**src/rtl/ternary_serial_adder.sv**
```systemverilog
// Bit-serial ternary adder/accumulator: one binary-coded trit per clock, LSB first.
// Trit code: 2'b00=0, 2'b01=1, 2'b10=2, 2'b11=invalid.
module ternary_serial_adder #(
   parameter int NTRITS = 4
) (
   input  logic                  clk,
   input  logic                  rst,
   input  logic                  start,
   input  logic                  op,
   input  logic                  clr,
   input  logic [2*NTRITS-1:0]   a,
   input  logic [2*NTRITS-1:0]   b,
   input  logic [1:0]            cin,
   output logic                  busy,
   output logic                  done,
   output logic [2*NTRITS-1:0]   sum,
   output logic [1:0]            cout,
   output logic                  err,
   output logic [2*NTRITS-1:0]   acc
);

   localparam int W  = 2 * NTRITS;
   localparam int IW = (NTRITS > 1) ? $clog2(NTRITS) : 1;

   typedef enum logic {IDLE, RUN} state_e;

   state_e          state_q, state_d;
   logic [IW-1:0]   idx_q;
   logic [W-1:0]    a_q, b_q, work_q, sum_q, acc_q;
   logic            op_q, carry_q, done_q, err_q;
   logic [1:0]      cout_q;

   logic [W-1:0]    acc_eff, b_sel, work_d;
   logic            bad_in, last;
   logic [1:0]      a_tr, b_tr, t_sum;
   logic [2:0]      t;
   logic            t_carry;

   function automatic logic has_bad(input logic [W-1:0] v);
      logic bad;
      bad = 1'b0;
      for (int i = 0; i < NTRITS; i++)
         if (v[2*i +: 2] == 2'b11) bad = 1'b1;
      return bad;
   endfunction

   // A clear on the start edge takes effect before the accumulator is used as operand B.
   assign acc_eff = clr ? '0 : acc_q;
   assign b_sel   = op ? acc_eff : b;
   assign bad_in  = has_bad(a) | has_bad(b_sel) | cin[1];
   assign last    = (idx_q == IW'(NTRITS - 1));

   // Trit arithmetic: t is at most 2+2+1=5, so the carry never exceeds 1.
   always_comb begin
      // NOTE: every signal assigned in always_comb gets a default first, so no latch is inferred.
      a_tr    = a_q[{idx_q, 1'b0} +: 2];
      b_tr    = b_q[{idx_q, 1'b0} +: 2];
      t       = {1'b0, a_tr} + {1'b0, b_tr} + {2'b00, carry_q};
      t_carry = (t >= 3'd3);
      t_sum   = t_carry ? 2'(t - 3'd3) : t[1:0];
      work_d  = work_q;
      work_d[{idx_q, 1'b0} +: 2] = t_sum;
   end

   // State register.
   always_ff @(posedge clk) begin
      // NOTE: sequential state uses non-blocking assignments so every flop samples pre-edge values.
      if (rst) state_q <= IDLE;
      else     state_q <= state_d;
   end

   // Next-state logic.
   always_comb begin
      state_d = state_q;
      case (state_q)
         IDLE:    if (start && !bad_in) state_d = RUN;
         RUN:     if (last)             state_d = IDLE;
         default:                       state_d = IDLE;
      endcase
   end

   // Output logic.
   always_comb begin
      busy = (state_q == RUN);
   end

   // Datapath: outputs only move on a completion edge, never with partial results.
   always_ff @(posedge clk) begin
      if (rst) begin
         // NOTE: the working registers are reset too; they are few flops and a reset-abort must leave no stale state.
         idx_q   <= '0;
         a_q     <= '0;
         b_q     <= '0;
         work_q  <= '0;
         op_q    <= 1'b0;
         carry_q <= 1'b0;
         done_q  <= 1'b0;
         sum_q   <= '0;
         cout_q  <= 2'b00;
         err_q   <= 1'b0;
         acc_q   <= '0;
      end else begin
         done_q <= 1'b0;
         if (state_q == IDLE) begin
            if (clr) acc_q <= '0;
            if (start) begin
               a_q     <= a;
               b_q     <= b_sel;
               op_q    <= op;
               carry_q <= cin[0];
               idx_q   <= '0;
               work_q  <= '0;
               if (bad_in) begin
                  sum_q  <= '0;
                  cout_q <= 2'b00;
                  err_q  <= 1'b1;
                  done_q <= 1'b1;
               end
            end
         end else begin
            work_q  <= work_d;
            carry_q <= t_carry;
            idx_q   <= idx_q + IW'(1);
            if (last) begin
               sum_q  <= work_d;
               cout_q <= {1'b0, t_carry};
               err_q  <= 1'b0;
               done_q <= 1'b1;
               if (op_q) acc_q <= work_d;
            end
         end
      end
   end

   assign done = done_q;
   assign sum  = sum_q;
   assign cout = cout_q;
   assign err  = err_q;
   assign acc  = acc_q;

endmodule
```
**config.mk**
```make
export PLATFORM = sky130hd
export DESIGN_NAME = ternary_serial_adder
export DESIGN_NICKNAME = d
export VERILOG_FILES = /design/src/rtl/ternary_serial_adder.sv
export SDC_FILE = /design/constraint.sdc
export NUM_CORES = 1
export LEC_CHECK = 0
export CAP_MARGIN = 10
export CORE_AREA = 2 2 82 84
export DETAILED_ROUTE_END_ITERATION = 10
export DIE_AREA = 0 0 84 86
export HOLD_SLACK_MARGIN = 0.06
export MAX_ROUTING_LAYER = met4
export SLEW_MARGIN = 0
export SYNTH_ARGS = -nofsm -noshare
export SYNTH_HDL_FRONTEND = slang
export SYNTH_SLANG_ARGS = --single-unit
```
**constraint.sdc**
```tcl
create_clock -name clk -period 4.2 [get_ports clk]
set_clock_uncertainty 0.2 [all_clocks]
set_input_delay 0.42 -clock clk [delete_from_list [all_inputs] [get_ports clk]]
set_output_delay 0.42 -clock clk [all_outputs]
set_load 0.02 [all_outputs]
```
==> flow_summary.yaml <==
status:
  status: "completed"
routing:
  first_iter_violations: 117
  avgRoutedWirePerCell_um: 16.77
  routed_wl_mm: 6.572
  wl_met1_mm: 3.041
  avgViaCountPerCell: 5.597
  dr_total_vias: 2194
  remaining_drc_errors: 0
  route.top_layer_used: "met4"
  wl_met2_mm: 3.169
  ant_nets: 0
  routed-wl-met3_um: 290
  dr.pass1.iters: 4
power:
  p_clk_share_pct: 35.0
  swShare_pct: 26.21
  p_leak_uw: 0.001133
  power.switching_uw: 252.3
  p_per_area_mw_per_mm2: 317.5
  comb_power_share_pct: 15.3
  p_int_uw: 710.3
  ir_drop_mv: 0.2239
  seq_power_share_pct: 49.7
synth:
  synth_cell_types: 44
  yosysTopAreaCellShare_pct: 39.06
  syn_area_mm2: 0.002460
  synth-edff-count: 0
  synth_area_per_cell_um2: 8.754
  yosysWarningCount: 0
  synth.area.top_cells: "dfxtp_1, a21oi_1, nand2_1"
  yosys.area.top_type: "dfxtp_1"
  synthFlopType: "dfxtp_1"
  syn_inst: 281
  mappedNetlistNets: 313
  yosysSeqAreaShare_pct: 39.06
  async_flop_share_pct: 0
  yosys_register_bits: 48
timing:
  worst_slew_pin_slew_ns: 0.7381
  drv_slew: 0
  slew-limit-headroom_pct: 50.61
  layout_min_cycle_time_ns: 3.912
  grt_setup_unrepaired: "false"
  setup_viol: 0
  max_freq_mhz: 255.6
  finalCritPeriodShare_pct: 93.15
  setup_tns_ns: 0
  hold_viol_final: 0
floorplanning:
  ioPinCount: 44
  core_area_mm2: 0.006277
  die_w_um: 84
  fp.dieArea_mm2: 0.007224
  initial_utilization_pct: 39.19
  rows: 29
  die_h_um: 86
cells_and_area:
  drive_gt1_share_pct: 7.619
  area_delta_synth_final_pct: 23.25
  n_antenna_cell: 0
  final_area_mm2: 0.003032
  fillerInstances: 619
  nNetsFinal: 346
placed_design:
  port_buffers: 42
  dpl.hpwl_mm: 4.760
  placedInstanceArea_mm2: 0.002920
  gp_congestion: 0.8292
setup_path:
  crit_required_ns: 4.20
  setup.worst_path.start: "idx_q[0]$_SDFFE_PP0P_"
  startpoint_type: "flop"
  crit_arrival_ns: 3.91
  reg2reg_from: "idx_q[0]$_SDFFE_PP0P_"
  critPathKind: "reg2reg"
  crit_fanout: 12
  reg2regPathDepth: 9
  critPathCaptureType: "flop"
clock_network:
  insertion_delay_ns: 0.30
  clkTransAtPathRegs_ns: 0.09
  cts_setup_buffers: 0
  clock-sinks: 48
  cts-resized-gates: 0
  cts_tree: "built"
  clockBufferDepth: 2
  cts_max_level: 2
  cts_buffers: 5
  root_buffer: "clkbuf_8"
  hold_buffers: 0
grt:
  grtUsageTotal_pct: 19.18
  grt_max_degree: 40
  antenna_found_initial: 0
  grt.overflow.total: 0
  grt_pass1_vias: 2106
  grt_pass1_wl_mm: 10.71
job:
  maxCapViolations: 0
min_path:
  hp-class: "reg2reg"
  hold_depth: 2
  min-delay-start: "a_q[3]$_SDFFE_PP0P_"
-- layer usage --
metal  up-vias  track usage [%]
met4         0            5.279
met1      1047            23.99
li1       1086                -
met5         -                -
met3         6            4.427
met2        55            31.35
-- area by class of cell --
cell class	count	area [um2]	share of cell area (%)
timing repair buffer	46	450.4	14.86
tap	77	96.34	3.178
clock inverter	3	42.54	1.403
clock buffer	5	68.82	2.270
multi-input combinational	193	1338	44.12
sequential	48	960.9	31.70
inverter	20	75.07	2.476
-- per-stage QoR --
step | setup WS (ns) | total power (uW) | utilization [%] | cells | hold slack [ns]
after floorplan | 0.8339 | 582.9 | - | 281 | 0.2331
after global placement | 0.4723 | 634.3 | 46.52 | 384 | 0.2442
after detailed placement | 0.3726 | 635.6 | 46.52 | 384 | 0.2432
final | 0.2878 | 962.6 | 48.30 | 392 | 0.2584
after CTS | 0.3568 | 971.4 | 48.30 | 392 | 0.2611
after global routing | 0.09010 | 1010 | 48.30 | 392 | 0.2750
-- sequential cells by signal, summed over array words and instances (netlist names) --
name and flops:
a_q 8, acc 8, b_q 8, sum 8
work_q 8, idx_q 2, busy 1, carry_q 1
cout 1, done 1, err 1, op_q 1
-- cells by family (layout without fill, tap and decap cells) --
logic type                 after synthesis  count (layout)  synth area share [%]
other                                    1               1                0.1524
muxes                                    5               5                 4.069
AOI/OAI and AO/OA                       85              85                 24.16
DFF                                     48              48                 39.06
adders and majority gates                9               9                 5.188
and+or+nand+nor                         93              93                 20.80
buffers and inverters                   40              74                 6.561
-- power by group through the flow --
stage / logic [uW] / clock network, uW / registers, uW
2_1_floorplan: 96.0 / 0 / 487
3_3_place_gp: 144 / 0 / 490
3_5_place_dp: 146 / 0 / 490
4_1_cts: 147 / 346 / 479
5_1_grt: 162 / 367 / 481
6_report: 147 / 337 / 479
-- path summary, 6_finish.rpt --
kind                    endpoint  slack (ns)
max          sum[3]$_SDFFE_PP0P_        0.29
min          a_q[3]$_SDFFE_PP0P_        0.26
max reg2reg  sum[3]$_SDFFE_PP0P_        0.29
min reg2reg  a_q[3]$_SDFFE_PP0P_        0.26
-- synth_stat cells (all sizes together), types with 2 or more instances --
master	n
nor2b	5
o22ai	6
o21ai	15
clkbuf	15
a311oi	2
nor2	16
o2bb2ai	4
nor3	2
nand2	31
mux4	4
a32o	4
nand3b	10
dfxtp	48
nand4b	2
nand4bb	2
and3	10
o221ai	6
fa	2
a21oi	26
nand3	5
o31ai	2
a221o	5
nand2b	4
o21a	5
ha	7
inv	20
a211o	5
a22oi	2
buf	5
nor4	3
-- layout by cell type, fill, tap and decap left out, drive strengths merged, types with 5 or more instances in the layout --
cell type and instances:
dfxtp 48, clkdlybuf4s50 42, nand2 31, a21oi 26, inv 20, nor2 16
o21ai 15, nand3b 10, and3 10, ha 7, o221ai 6, o22ai 6
nor2b 5, o21a 5, a221o 5, nand3 5, clkbuf 5, a211o 5
-- critical path, cell delays in order (launching register included) --
cell	delay (ns)
dfxtp_1	0.68
mux4_2	0.58
inv_1	0.09
fa_1	0.16
inv_1	0.05
fa_1	0.50
ha_1	0.27
o32ai_1	0.61
o22ai_1	0.26
a221o_1	0.40
(Power assumes the default switching activity.)
